File: src/rtl/fetch_pkg.sv
// rtl/fetch_pkg.sv - shared widths and queue entry type for the fetch path
package fetch_pkg;

  localparam int XLEN       = 32;
  localparam int INST_BYTES = 4;
  localparam int QDEPTH     = 2;

  // One returned instruction word together with the address it came from.
  typedef struct packed {
    logic [XLEN-1:0] inst;
    logic [XLEN-1:0] pc;
  } fetch_entry_t;

endpackage

File: src/rtl/m_fetch_queue.sv
// rtl/m_fetch_queue.sv - 2-entry shift FIFO holding returned fetch words
//
// Ports:
//   w_clk, w_rst   clock, asynchronous active-high reset
//   i_push         write i_push_data this cycle
//   i_push_data    entry to write
//   i_pop          consume the head this cycle
//   i_flush        drop every entry (wins over push/pop)
//   o_count        number of valid entries (0..2)
//   o_head_valid   head entry is valid
//   o_head         head entry (register, stable until popped)
module m_fetch_queue
  import fetch_pkg::*;
(
  input  logic         w_clk,
  input  logic         w_rst,
  input  logic         i_push,
  input  fetch_entry_t i_push_data,
  input  logic         i_pop,
  input  logic         i_flush,
  output logic [1:0]   o_count,
  output logic         o_head_valid,
  output fetch_entry_t o_head
);

  fetch_entry_t r_q0;
  fetch_entry_t r_q1;
  logic [1:0]   r_count;

  logic w_pop_ok;
  logic w_push_ok;

  // Entry 0 is always the head, so the output needs no read mux.
  assign w_pop_ok  = i_pop & (r_count != 2'd0);
  assign w_push_ok = i_push & ((r_count != 2'(QDEPTH)) | w_pop_ok);

  always_ff @(posedge w_clk or posedge w_rst) begin
    if (w_rst) begin
      r_q0    <= '0;
      r_q1    <= '0;
      r_count <= 2'd0;
    end else if (i_flush) begin
      r_count <= 2'd0;
    end else begin
      case ({w_push_ok, w_pop_ok})
        2'b10: begin
          if (r_count == 2'd0) r_q0 <= i_push_data;
          else                 r_q1 <= i_push_data;
          r_count <= r_count + 2'd1;
        end
        2'b01: begin
          r_q0    <= r_q1;
          r_count <= r_count - 2'd1;
        end
        2'b11: begin
          // Simultaneous push/pop: occupancy unchanged, shift then append.
          if (r_count == 2'd1) begin
            r_q0 <= i_push_data;
          end else begin
            r_q0 <= r_q1;
            r_q1 <= i_push_data;
          end
        end
        default: ;
      endcase
    end
  end

  assign o_count      = r_count;
  assign o_head_valid = (r_count != 2'd0);
  assign o_head       = r_q0;

endmodule

File: src/rtl/m_fetch_ctrl.sv
// rtl/m_fetch_ctrl.sv - instruction fetch sequencer for a one-cycle sync memory
//
// Ports:
//   w_clk, w_rst    clock, asynchronous active-high reset
//   w_mem_addr      memory address, always the current PC register
//   w_mem_data      read data for the address presented last cycle
//   w_redirect      one-cycle branch/jump request
//   w_redirect_pc   redirect target (word aligned)
//   r_inst_valid    queue head valid toward decode
//   r_inst          instruction at queue head
//   r_inst_pc       PC of r_inst
//   w_inst_ready    decode accepts the head this cycle
//   r_halted        sequential fetch passed LAST_PC and everything drained
module m_fetch_ctrl #(
  parameter logic [31:0] RESET_PC = 32'd0,
  parameter logic [31:0] LAST_PC  = 32'd12,
  parameter int          QDEPTH   = 2
) (
  input  logic        w_clk,
  input  logic        w_rst,
  output logic [31:0] w_mem_addr,
  input  logic [31:0] w_mem_data,
  input  logic        w_redirect,
  input  logic [31:0] w_redirect_pc,
  output logic        r_inst_valid,
  output logic [31:0] r_inst,
  output logic [31:0] r_inst_pc,
  input  logic        w_inst_ready,
  output logic        r_halted
);

  import fetch_pkg::*;

  logic [XLEN-1:0] r_pc;
  logic [XLEN-1:0] r_if_pc;
  logic            r_inflight;
  logic            r_halt_q;

  logic            w_pop;
  logic [2:0]      w_occ;
  logic            w_issue;
  logic            w_push;
  logic [1:0]      w_count;
  logic            w_head_valid;
  fetch_entry_t    w_head;
  fetch_entry_t    w_push_data;

  assign w_pop = w_head_valid & w_inst_ready;

  // Occupancy the queue will have once the in-flight word lands; issuing only
  // while this is below the depth means a returning word always has a slot.
  assign w_occ = {1'b0, w_count} - {2'b00, w_pop} + {2'b00, r_inflight};

  assign w_issue = ~w_redirect & (r_pc <= LAST_PC) & (w_occ < 3'(QDEPTH));

  // Data arriving in a redirect cycle belongs to the abandoned path.
  assign w_push           = r_inflight & ~w_redirect;
  assign w_push_data.inst = w_mem_data;
  assign w_push_data.pc   = r_if_pc;

  always_ff @(posedge w_clk or posedge w_rst) begin
    if (w_rst) begin
      r_pc       <= RESET_PC;
      r_if_pc    <= '0;
      r_inflight <= 1'b0;
      r_halt_q   <= 1'b0;
    end else begin
      r_inflight <= w_issue;
      if (w_redirect) begin
        r_pc <= w_redirect_pc;
      end else if (w_issue) begin
        r_pc    <= r_pc + 32'(INST_BYTES);
        r_if_pc <= r_pc;
      end
      if (w_redirect) begin
        r_halt_q <= 1'b0;
      end else if ((r_pc > LAST_PC) && !r_inflight && (w_count == 2'd0)) begin
        r_halt_q <= 1'b1;
      end
    end
  end

  m_fetch_queue u_queue (
    .w_clk        (w_clk),
    .w_rst        (w_rst),
    .i_push       (w_push),
    .i_push_data  (w_push_data),
    .i_pop        (w_pop),
    .i_flush      (w_redirect),
    .o_count      (w_count),
    .o_head_valid (w_head_valid),
    .o_head       (w_head)
  );

  assign w_mem_addr   = r_pc;
  assign r_inst_valid = w_head_valid;
  assign r_inst       = w_head.inst;
  assign r_inst_pc    = w_head.pc;
  assign r_halted     = r_halt_q;

endmodule
File: config.mk
export PLATFORM = sky130hd
export DESIGN_NAME = m_fetch_ctrl
export DESIGN_NICKNAME = d
export VERILOG_FILES = /design/src/rtl/fetch_pkg.sv /design/src/rtl/m_fetch_queue.sv /design/src/rtl/m_fetch_ctrl.sv
export SDC_FILE = /design/constraint.sdc
export NUM_CORES = 1
export LEC_CHECK = 0
export BUFFER_PORTS_ARGS = -buffer_cell sky130_fd_sc_hd__buf_2
export CORE_UTILIZATION = 27
export CTS_CLUSTER_SIZE = 14
export DETAILED_ROUTE_END_ITERATION = 7
export PLACE_DENSITY = 0.53
export SKIP_CTS_REPAIR_TIMING = 1
export SYNTH_ARGS = -nofsm -noshare
export SYNTH_HDL_FRONTEND = slang
export SYNTH_SLANG_ARGS = --single-unit
File: constraint.sdc
create_clock -name w_clk -period 18 [get_ports w_clk]
set_input_delay 3.6 -clock w_clk [delete_from_list [all_inputs] [get_ports w_clk]]
set_output_delay 3.6 -clock w_clk [all_outputs]
set_load 0.03 [all_outputs]
==> metrics.md <==
| Metric | Value |
|---|---|
| Outcome | completed |
| Avg Vias per Cell | 4.311 |
| Psw | 0.5178 mW |
| Seq/Total Area, Yosys | 61.89% |
| Fillers | 2894 |
| IO Count | 166 |
| Synth top cells by count | dfrtp_1, mux2_2, nor2_1 |
| Hold endpoint | u_queue.r_q1[23] |
| Die X | 173.3 um |
| Clock buffer depth | 2 |
| Synthesis-to-finish area growth | 23.18% |
| Largest net degree at the start of global routing | 126 |
| Area share of the largest cell type after synthesis | 61.89% |
| Worst hold start | u_queue.r_q1[23] |
| Clock power share | 28.3% |
| VDD IR max | 0.00006855 V |
| Met2 Use GR | 18.19% |
| Dpl hpwl | 10.60 mm |
| Async set or reset register ratio after synthesis | 100.0% |
| Worst setup SP type | input port |
| Share of cells above drive strength 1 | 39.41% |
| Reg2reg setup slack | 14620 ps |
| Total global-route track usage | 11.75% |
| Final Net Count | 835 |
| DR vias | 4996 |
| Most common cell in the netlist | dfrtp_1 |
| Initial antenna violation count | 1 |
| PnR Total Power | 1.352 mW |
| Final hold vios | 0 |
| Setup crit end kind | flop |
| Max-slew violation total from the final report | 0 |
| Die H | 173.3 um |
| Post-synth top area cell | dfrtp_1 |
| Post-Synthesis Cells | 605 |
| DRC viols | 0 |
| Final ANT Viol Nets | 0 |
| Pre-antenna DRT Iters | 5 |
| CP dominant cell by count | nand2b_1 |
| Final cycle utilization of the critical path | 32.07% |
| GPL Wtd Cong | 0.7074 |
| Maximum clock frequency | 173.2 MHz |
| Initial DRC Count | 343 |
| Slew @ Worst Pin | 939.4 ps |
| Worst-path fanout max | 34 |
| Dominant synthesized flop cell | dfrtp_1 |
| Vias in the first global route | 4951 |
| Relative slew slack | 37.37% |
| Synth Register Bits | 196 |
| Max-cap violation count | 0 |
| Core area | 0.02878 mm2 |
| H-tree depth | 4 |
| Reg clk slew, reported paths | 70 ps |
| CTS tree | built |
| Required time of the critical path | 18310 ps |
| Hold Path Class | reg -> reg |
| Non-Filler Instances | 1159 |
| WHS | 506.1 ps |
| RSZ-0062 raised after global routing | false |
| Clk Latency, worst-skew pair | 440 ps |
| Core Rows | 62 |
| Setup TNS | 0 ps |
| Grt total ovfl | 0 |
| Clock period minus worst slack | 5773 ps |
| GR Layer Usage met1 | 15.99% |
| Post-Syn Area | 0.007925 mm2 |
| P per Cell Area | 138.5 mW/mm2 |
| I/O Buffers | 165 |
| Register-to-Register Path Depth | 12 |
| CTS Buf Count | 17 |
| CTS sink cnt | 196 |
| Leakage | 5.085 nW |
| CTS root buf | clkbuf_16 |
| Combinational share of power | 29.7% |
| Worst reg2reg path startpoint | u_queue.o_count[1] |
| Net Sw Frac | 38.29% |
| Wire per inst | 14.61 um |
| GR peak layer | met2 |
| Reg2Reg Capture Point | r_if_pc[3] |
| Critical Path Max Stage Delay | 390 ps |
| Die ar. | 0.03004 mm2 |
| Skew final | 13.54 ps |
| Routing usage on met3 | 2.939% |
| Internal | 0.8346 mW |
| Slowest-stage cell, CP | fa_1 |
| Hold path depth | 1 |
| Number of synthesized flops with an enable pin | 0 |
| Synth top area cells | dfrtp_1, mux2_2, mux2i_1 |
| Mapped Nets | 679 |
| Sequential share of power | 42.1% |
| Kind of critical path | in -> reg |
| Placed Cells | 1126 |
| Unique cell type count in the Yosys netlist | 28 |
| First-pass GRT wire length | 27.73 mm |
| Synth warn | 0 |
| WL final | 16.93 mm |
| Worst Path Arrival | 6090 ps |
| Worst-path cell chain | buf_2, nand2b_1, inv_1, ha_1, nand2b_1, fa_1, xnor2_1, nand2_1, nor4_4, buf_4, mux2_2 |
| Setup-failing EPs final | 0 |
| Starting density of the core | 27.54% |
| Syn avg cell area | 13.10 um2 |
[cell usage in the layout, fill, tap and decap left out, types with 2 or more instances in the layout]
cell type | netlist | final
nor2_1 | 70 | 70
inv_1 | 7 | 6
ha_1 | 5 | 5
nor4_1 | 7 | 7
inv_6 | 0 | 4
mux2i_1 | 67 | 67
nand2b_1 | 2 | 2
clkinv_8 | 0 | 4
mux2_2 | 97 | 97
buf_2 | 10 | 165
buf_4 | 0 | 7
a211oi_1 | 2 | 2
nand4_1 | 3 | 3
nor2b_1 | 29 | 29
o31ai_1 | 2 | 2
clkinv_4 | 0 | 3
xnor2_1 | 2 | 2
inv_8 | 0 | 4
dfrtp_1 | 196 | 196
a21oi_1 | 69 | 68
clkbuf_16 | 0 | 17
o21ai_0 | 2 | 2
[kinds of logic (layout without fill, tap and decap cells)]
| logic type | Yosys count | in the layout | synth area share (%) |
|---|---|---|---|
| other cells | 0 | 1 | 0 |
| fa+ha+maj | 6 | 6 | 1.042 |
| flops | 196 | 196 | 61.89 |
| simple gates | 117 | 117 | 7.215 |
| compound gates | 78 | 78 | 5.147 |
| buf+inv | 42 | 211 | 2.242 |
| xor+xnor | 2 | 2 | 0.2211 |
| mux | 164 | 164 | 22.25 |
[area by class of cell]
| class | instances | area [um2] | area share, % |
|---|---|---|---|
| timing repair buffer | 172 | 878.3 | 8.998 |
| inverter | 7 | 33.78 | 0.3461 |
| tap | 384 | 480.5 | 4.922 |
| antenna | 1 | 2.502 | 0.02563 |
| clock buffer | 18 | 439.2 | 4.499 |
| sequential | 196 | 4905 | 50.24 |
| multi-input combinational | 367 | 2863 | 29.33 |
| clock inverter | 14 | 160.2 | 1.641 |
[power by group through the flow]
| stage | Clock (mW) | Sequential [mW] | Combinational (mW) |
|---|---|---|---|
| final | 0.383 | 0.569 | 0.401 |
| after CTS | 0.399 | 0.571 | 0.408 |
| after detailed placement | 0 | 0.578 | 0.407 |
| after global routing | 0.416 | 0.582 | 0.433 |
| after floorplan | 0 | 0.736 | 0.118 |
| after global placement | 0 | 0.577 | 0.405 |
[metrics by stage]
| stage | util [%] | area (um2) | setup slack, ps |
|---|---|---|---|
| 6_report | 33.92 | 9762 | 12230 |
| 5_1_grt | 33.92 | 9762 | 12010 |
| 4_1_cts | 33.91 | 9759 | 12200 |
| 3_5_place_dp | 31.83 | 9160 | 11750 |
| 3_3_place_gp | 31.83 | 9160 | 11780 |
| 2_1_floorplan | - | 7925 | 9059 |
[worst max path at each step]
stage / from / to / slack (ps) / cells after the start
floorplan: w_rst / r_halted / 9060 / 1
global placement: w_inst_ready / r_if_pc[3] / 11780 / 11
detailed placement: w_inst_ready / r_if_pc[0] / 11750 / 11
CTS: w_inst_ready / r_if_pc[1] / 12200 / 11
global route: w_inst_ready / r_if_pc[3] / 12010 / 11
finish: w_inst_ready / r_if_pc[3] / 12230 / 11
[critical path: cells and delay by family]
kind	cells	cell delay [ps]
xor+xnor	1	180
fa+ha+maj	2	660
buf+inv	3	620
mux	1	380
simple gates	4	630
[layer usage]
metal	vias to the layer above	share of wire, %
li1	2429	-
met1	2466	48
met2	90	47
met3	11	3.7
met4	0	1.2
met5	-	0
[registers in the layout (all words and copies together) (netlist names)]
name / count
u_queue.o_count: 2
r_inflight: 1
r_halted: 1
r_if_pc: 32
w_mem_addr: 32
u_queue.o_head: 64
u_queue.r_q1: 64
Power figures use the tool's default switching activity.
